===== src/rtl/if_id_fifo_pkg.sv =====
// Shared widths and the IF->ID bundle type.
// Defaults mirror the core's address/instruction widths.
package if_id_fifo_pkg;

  localparam int AddrLen  = 32;
  localparam int InstLen  = 32;
  localparam int DefDepth = 4;

  localparam logic [31:0] ZERO_WORD = 32'h0;

  typedef struct packed {
    logic [AddrLen-1:0] pc;
    logic [InstLen-1:0] inst;
  } if_id_t;

endpackage


===== src/rtl/if_id_fifo_if.sv =====
// Fetch/decode handshake bundle around the IF->ID queue.
// The master drives fetch data and decode ready; the slave is the queue.
interface if_id_fifo_if
  import if_id_fifo_pkg::*;
#(
  parameter int ADDR_W = AddrLen,
  parameter int INST_W = InstLen,
  parameter int DEPTH  = DefDepth
);
  localparam int PTR_W = $clog2(DEPTH);

  logic              if_valid;
  logic              if_ready;
  logic [ADDR_W-1:0] if_pc;
  logic [INST_W-1:0] if_inst;
  logic              id_valid;
  logic              id_ready;
  logic [ADDR_W-1:0] id_pc;
  logic [INST_W-1:0] id_inst;
  logic [PTR_W:0]    count;

  modport master (
    output if_valid, if_pc, if_inst, id_ready,
    input  if_ready, id_valid, id_pc, id_inst, count
  );

  modport slave (
    input  if_valid, if_pc, if_inst, id_ready,
    output if_ready, id_valid, id_pc, id_inst, count
  );

endinterface


===== src/rtl/if_id_fifo_mem.sv =====
// Queue storage: one write port, one asynchronous read port.
// Cleared on reset so the idle read value is deterministic.
module if_id_fifo_mem #(
  parameter  int DEPTH = 4,
  parameter  int W     = 64,
  localparam int PTR_W = $clog2(DEPTH)
) (
  input  logic             clk,
  input  logic             rst_n,
  input  logic             we_i,
  input  logic [PTR_W-1:0] waddr_i,
  input  logic [W-1:0]     wdata_i,
  input  logic [PTR_W-1:0] raddr_i,
  output logic [W-1:0]     rdata_o
);

  logic [W-1:0] mem_q [DEPTH];

  always_ff @(posedge clk or negedge rst_n) begin
    if (!rst_n) begin
      for (int i = 0; i < DEPTH; i++)
        mem_q[i] <= '0;
    end else if (we_i) begin
      mem_q[waddr_i] <= wdata_i;
    end
  end

  assign rdata_o = mem_q[raddr_i];

endmodule


===== src/rtl/if_id_fifo.sv =====
// IF->ID decoupling queue: DEPTH {pc,inst} pairs, one-cycle latency.
// Ready/valid come from registered count only; flush beats rdy.
module if_id_fifo
  import if_id_fifo_pkg::*;
#(
  parameter int ADDR_W = AddrLen,
  parameter int INST_W = InstLen,
  parameter int DEPTH  = DefDepth
) (
  input  logic        clk,
  input  logic        rst_n,
  input  logic        rdy,
  input  logic        flush,
  if_id_fifo_if.slave bus
);

  localparam int PTR_W = $clog2(DEPTH);
  localparam int W     = ADDR_W + INST_W;
  localparam logic [PTR_W:0] FULL = (PTR_W+1)'(DEPTH);

  logic [PTR_W-1:0] wr_ptr_q, wr_ptr_d;
  logic [PTR_W-1:0] rd_ptr_q, rd_ptr_d;
  logic [PTR_W:0]   count_q, count_d;
  logic             push, pop;
  logic [W-1:0]     rdata;

  assign bus.if_ready = (count_q != FULL);
  assign bus.id_valid = (count_q != '0);
  assign bus.count    = count_q;

  assign push = rdy & bus.if_valid & bus.if_ready;
  assign pop  = rdy & bus.id_valid & bus.id_ready;

  always_comb begin
    wr_ptr_d = wr_ptr_q;
    rd_ptr_d = rd_ptr_q;
    count_d  = count_q;
    unique case (1'b1)
      flush: begin
        wr_ptr_d = '0;
        rd_ptr_d = '0;
        count_d  = '0;
      end
      default: begin
        if (push) wr_ptr_d = wr_ptr_q + 1'b1;
        if (pop)  rd_ptr_d = rd_ptr_q + 1'b1;
        if (push && !pop) count_d = count_q + 1'b1;
        if (pop && !push) count_d = count_q - 1'b1;
      end
    endcase
  end

  always_ff @(posedge clk or negedge rst_n) begin
    if (!rst_n) begin
      wr_ptr_q <= '0;
      rd_ptr_q <= '0;
      count_q  <= '0;
    end else begin
      wr_ptr_q <= wr_ptr_d;
      rd_ptr_q <= rd_ptr_d;
      count_q  <= count_d;
    end
  end

  if_id_fifo_mem #(
    .DEPTH (DEPTH),
    .W     (W)
  ) u_mem (
    .clk     (clk),
    .rst_n   (rst_n),
    .we_i    (push & ~flush),
    .waddr_i (wr_ptr_q),
    .wdata_i ({bus.if_pc, bus.if_inst}),
    .raddr_i (rd_ptr_q),
    .rdata_o (rdata)
  );

  // Stale slots stay in memory after pops/flush; hide them when empty.
  assign bus.id_pc   = bus.id_valid ? rdata[W-1:INST_W] : '0;
  assign bus.id_inst = bus.id_valid ? rdata[INST_W-1:0] : '0;

`ifndef SYNTHESIS
  a_no_overflow: assert property (
    @(posedge clk) disable iff (!rst_n)
    !(push && count_q == FULL));

  a_no_underflow: assert property (
    @(posedge clk) disable iff (!rst_n)
    !(pop && count_q == '0));
`endif

endmodule


===== src/flat_wrapper.sv =====
// flat-port wrapper written by rule: the top's interface ports become plain ports
module if_id_fifo_flat import if_id_fifo_pkg::*;
#(
  parameter int ADDR_W = AddrLen,
  parameter int INST_W = InstLen,
  parameter int DEPTH  = DefDepth
)
  (clk, rst_n, rdy, flush, bus_if_valid, bus_if_pc, bus_if_inst, bus_id_ready, bus_if_ready, bus_id_valid, bus_id_pc, bus_id_inst, bus_count);
  if_id_fifo_if #(.ADDR_W(ADDR_W), .INST_W(INST_W), .DEPTH(DEPTH)) bus_i ();
  input  logic clk;
  input  logic rst_n;
  input  logic rdy;
  input  logic flush;
  input wire logic [$bits(bus_i.if_valid)-1:0] bus_if_valid;
  input wire logic [$bits(bus_i.if_pc)-1:0] bus_if_pc;
  input wire logic [$bits(bus_i.if_inst)-1:0] bus_if_inst;
  input wire logic [$bits(bus_i.id_ready)-1:0] bus_id_ready;
  output wire logic [$bits(bus_i.if_ready)-1:0] bus_if_ready;
  output wire logic [$bits(bus_i.id_valid)-1:0] bus_id_valid;
  output wire logic [$bits(bus_i.id_pc)-1:0] bus_id_pc;
  output wire logic [$bits(bus_i.id_inst)-1:0] bus_id_inst;
  output wire logic [$bits(bus_i.count)-1:0] bus_count;
  assign bus_i.if_valid = bus_if_valid;
  assign bus_i.if_pc = bus_if_pc;
  assign bus_i.if_inst = bus_if_inst;
  assign bus_i.id_ready = bus_id_ready;
  assign bus_if_ready = bus_i.if_ready;
  assign bus_id_valid = bus_i.id_valid;
  assign bus_id_pc = bus_i.id_pc;
  assign bus_id_inst = bus_i.id_inst;
  assign bus_count = bus_i.count;
  if_id_fifo #(.ADDR_W(ADDR_W), .INST_W(INST_W), .DEPTH(DEPTH)) u_core (.clk(clk), .rst_n(rst_n), .rdy(rdy), .flush(flush), .bus(bus_i));
endmodule

===== config.mk =====
export PLATFORM = sky130hd
export DESIGN_NAME = if_id_fifo_flat
export DESIGN_NICKNAME = d
export VERILOG_FILES = /design/src/rtl/if_id_fifo_pkg.sv /design/src/rtl/if_id_fifo_if.sv /design/src/rtl/if_id_fifo_mem.sv /design/src/rtl/if_id_fifo.sv /design/src/flat_wrapper.sv
export SDC_FILE = /design/constraint.sdc
export NUM_CORES = 1
export LEC_CHECK = 0
export CORE_MARGIN = 2
export CORE_UTILIZATION = 56
export CTS_BUF_LIST = sky130_fd_sc_hd__clkbuf_4 sky130_fd_sc_hd__clkbuf_8
export DETAILED_ROUTE_END_ITERATION = 8
export GPL_ROUTABILITY_DRIVEN = 0
export PLACE_DENSITY = 0.8
export SYNTH_ARGS = -nofsm -noshare
export SYNTH_HDL_FRONTEND = slang
export SYNTH_SLANG_ARGS = --single-unit
export TNS_END_PERCENT = 5

===== constraint.sdc =====
create_clock -name clk -period 4.7 [get_ports clk]
set_input_delay 0.94 -clock clk [delete_from_list [all_inputs] [get_ports clk]]
set_output_delay 0.94 -clock clk [all_outputs]
set_load 0.02 [all_outputs]

# Word-level counts from Yosys, hierarchy flattened
# Cells that the tools add are included.
word_totals:
  output_inout_bits: 69
  in_bits: 70
  register_bits: 263
op_classes:
  n_bitwise: 8
  n_reduce_logical: 9
  muxes: 15
  n_eq_ne: 1
  magnitude_cmp: 3
  add_sub_neg: 4
ops:
  columns: ["operator", "count"]
  rows:
  - ["bitwise mux 256 bit", 1]
  - ["two-way mux 64 bit", 3]
  - ["binary-select mux 64 bit (select 2 bit)", 1]
  - ["demux 64 bit (select 2 bit)", 1]
  - ["two-way mux 32 bit", 2]
  - ["two-way mux 3 bit", 3]
  - ["two-way mux 2 bit", 4]
  - ["greater-or-equal comparator 3 bit, second input constant", 2]
  - ["NOT 2 -> 3 bit", 2]
  - ["nonzero test 3 bit", 2]
  - ["AND 1 bit", 5]
  - ["adder 2 x 1 -> 2 bit, second input constant", 2]
  - ["nonzero test 2 bit", 2]
  - ["adder 3 x 1 -> 3 bit, second input constant", 1]
  - ["logical AND 1 bit", 3]
  - ["less-than comparator 3 x 1 -> 1 bit, second input constant", 1]
  - ["!= test 3 bit, second input constant", 1]
  - ["subtractor 3 x 1 -> 3 bit, second input constant", 1]
  - ["logical NOT 1 bit", 2]
  - ["NOT 1 bit", 1]

# Logic depth before layout (Yosys ltp)
depth:
  depth_word: 8
  ltp_mapped: 6
  depth_no_buf: 6

# Cells and area by module
# Synthesis repeated with hierarchy kept, for this count alone.
unflattened:
  hier_cells: 731
  hier_area_um2: 12206.7
modules_own_cells:
  columns: ["mod", "area_each_um2", "n_inst", "cells_per_inst"]
  rows:
  - ["if_id_fifo_mem", 11334.6, 1, 621]
  - ["if_id_fifo", 872.1, 1, 110]

# Worst setup path after synthesis
# OpenSTA, ideal clock, no wires.
synth_path:
  kind: "reg2out"
  from: "reg u_core.rd_ptr_q[0]"
  to: "out bus_id_inst[0]"
  arrival_time_ps: 1632
  setup_slack_ps: 2128
  path_stages_with_launch: 5
  path_cell_list: "dfrtp_1 buf_2 buf_2 mux4_2 and2_1"
synth_between:
  elab_chain_cells: 5
synth_lines:
  columns: ["item", "line_no", "source"]
  rows:
  - ["start, declared", "if_id_fifo.sv:22", "logic [PTR_W-1:0] rd_ptr_q, rd_ptr_d;"]
  - ["start signal, assigned", "if_id_fifo.sv:60", "rd_ptr_q <= rd_ptr_d;"]
  - ["NOT 2 -> 3 bit (implied by the code)", "if_id_fifo_mem.sv:28", "assign rdata_o = mem_q[raddr_i];"]
  - ["binary-select mux 64 bit (select 2 bit)", "if_id_fifo_mem.sv:28", null]
  - ["two-way mux 64 bit (implied by the code) (2 in a row)", "if_id_fifo_mem.sv:28", null]
  - ["two-way mux 32 bit", "if_id_fifo.sv:80", "assign bus.id_inst = bus.id_valid ? rdata[INST_W-1:0] : '0;"]
  - ["end, declared", "flat_wrapper.sv:21", "output wire logic [$bits(bus_i.id_inst)-1:0] bus_id_inst;"]
# No other way between the ends. The select of a mux whose other input is x is not followed.

# Worst setup path in the final report
layout_path:
  from: "reg u_core.rd_ptr_q[0]"
  to: "out bus_id_inst[14]"
# The elaborated chain is that of the path after synthesis.

==> run metrics <==
status finished, final reports clean; Overall Power 6.48 mW; Leak 6.52 nW; FP Rows 53; initial antenna violation count 1; core area 21000 µm²; Antenna Cells 0; first-pass GRT wire length 41900 µm; Syn-to-layout area delta 20.2%; Worst-path clk slew 0.07 ns; slowest stage delay, CP 0.77 ns; # port buffers 138; Slew HR 0.278; hold crit path type in -> async; setup slack after layout 0.661 ns; Die Wd 150 µm; Final Cycle Share 0.859; worst slew pin tran 1.08 ns; final setup violation count 0; CP max stage cell dfrtp_4; crit path kind reg -> out; layout cells sized above 1 0.457; most frequent cells in the layout dfrtp_1 (261), mux2_2 (257), clkdlybuf4s50_1 (137); finished layout cell area 14400 µm²; antenna viol nets, final 0; worst skew pair latency 0.54 ns; final core utilization 0.685; Mapped Nets 809; CTS max path bufs 3; Via Count 6846; 1st-iter DRT viols 308; pre-CTS setup slack 1.20 ns; Period minus WS final 4.04 ns; number of max-cap violations 0; max-slew violations 0; Synth top area share 0.549; clk root buf clkbuf_8; RSZ-0062 raised after global routing no; GRT Residual Overflow 0; Die H 150 µm; Ports 139; Critical Path Sink Type primary output; fmax 248 MHz; CP Launch Point u_core.rd_ptr_q[0]; Final HPWL DP 15500 µm; syn avg cell area 16.3 µm²; Synth Cell Area 12000 µm²; post-CTS sizing 0; Avg WL per Cell 21.8 µm; sequential cell area fraction in the yosys report 0.549; PD cells 450 nW/µm²; Inst Count DP 1107; DIE AREA 22600 µm²; hold_ws 0.466 ns; FF+latch count, synth 263; most common cell after layout, fill and taps aside dfrtp_1; Netlist cell types 30; final hold vios 0; Residual DRC 0; crit-path max FO 25; Post-CTS Setup Repair Bufs 0; Peak VDD IR 0.282 mV; Final #Nets 952; clk sinks 263; Worst Skew 0.0209 ns; CTS tree built; reg2reg start u_core.bus.count[2]; CTS Buf Count 43; GR Util All Layers 0.238; vias per cell 5.78; routed wire length 25800 µm; placed inst area 13400 µm²; Initial Utilization 0.570; vias in the first global route 7879; startpoint types flop; First-pass DRT Iterations 4; hold buffers post-CTS 0; largest net degree at the start of global routing 115; Yosys top cell by area dfrtp_1; Worst Path Arrival 3.10 ns; H-tree depth 2; worst-path cell chain buf_4 > mux4_2 > and2_1 > clkdlybuf4s50_1; Sum Neg Setup Slack 0 ns; Yosys warnings 0; CP required 3.76 ns; Layout Cells excl Fill 1185; Post-Syn Instances 734; top post-synthesis cells by area dfrtp_1 (55%), mux2_2 (24%), mux4_2 (12%), and2_1 (3.4%), buf_6 (2.3%)
[final cells by class]
type                       instances  area, µm²
tap                              275        344
multi-input combinational        422       5050
fill                            1401       6620
timing repair buffer             144       1460
sequential                       263       6590
clock inverter                     5       25.0
clock buffer                      73        930
inverter                           3       11.3
[critical path: cells and delay by family, from the launching register on]
family	cells	cell delay, ns
muxes	1	0.56
DFF	1	0.77
and+or+nand+nor	1	0.19
buffers and inverters	2	0.99
[logic make-up (layout without fill, tap and decap cells)]
family,count (synthesis),after routing,share of synthesized area
xor+xnor,3,3,0.00219
mux,324,324,0.364
compound gates,3,3,0.00188
buf+inv,49,225,0.0313
flops,263,263,0.549
simple gates,87,87,0.0451
fa+ha+maj,5,5,0.00585
[Yosys cell counts, drive strengths merged]
cell type and number:
and3 1, mux4 64, xnor2 1, nor3b 2
fa 1, mux2 257, nor3 2, xor2 2
nand2 5, clkbuf 13, and2 65, inv 3
or3 1, dfrtp 263, nor2 7, nand4 1
a21oi 1, o311ai 1, mux2i 3, nor2b 1
nand2b 2, ha 4, buf 33, o21ai 1
[final timing paths]
kind	endpoint	slack [ns]	cells past startpoint
max	bus_id_inst[14]	0.66	4
min	u_core.u_mem.mem_q[251]	0.47	1
max reg2reg	u_core.u_mem.mem_q[112]	2.23	4
min reg2reg	u_core.u_mem.mem_q[114]	0.50	1
max in group asynchronous	u_core.u_mem.mem_q[47]	3.04	2
min in group clk	u_core.u_mem.mem_q[114]	0.50	1
[registers in the layout, summed over array words and instances, names as in the netlist]
signal and cells:
u_core.u_mem.mem_q 256, u_core.bus.count 3, u_core.rd_ptr_q 2, u_core.wr_ptr_q 2
[power by group]
part | switching (mW) | total [mW] | internal, mW
combinational | 0.556 | 1.41 | 0.850
clock | 0.886 | 2.13 | 1.24
sequential | 0.243 | 2.94 | 2.70
total | 1.69 | 6.48 | 4.79
[routing by layer]
metal / track usage / part of all wire / up-vias
li1: - / - / 2967
met1: 0.316 / 0.42 / 3680
met4: 0.0618 / 0.016 / 2
met2: 0.404 / 0.51 / 161
met5: 0 / 0.00050 / -
met3: 0.0506 / 0.050 / 36
No activity file was read; power rests on OpenSTA's default activity.
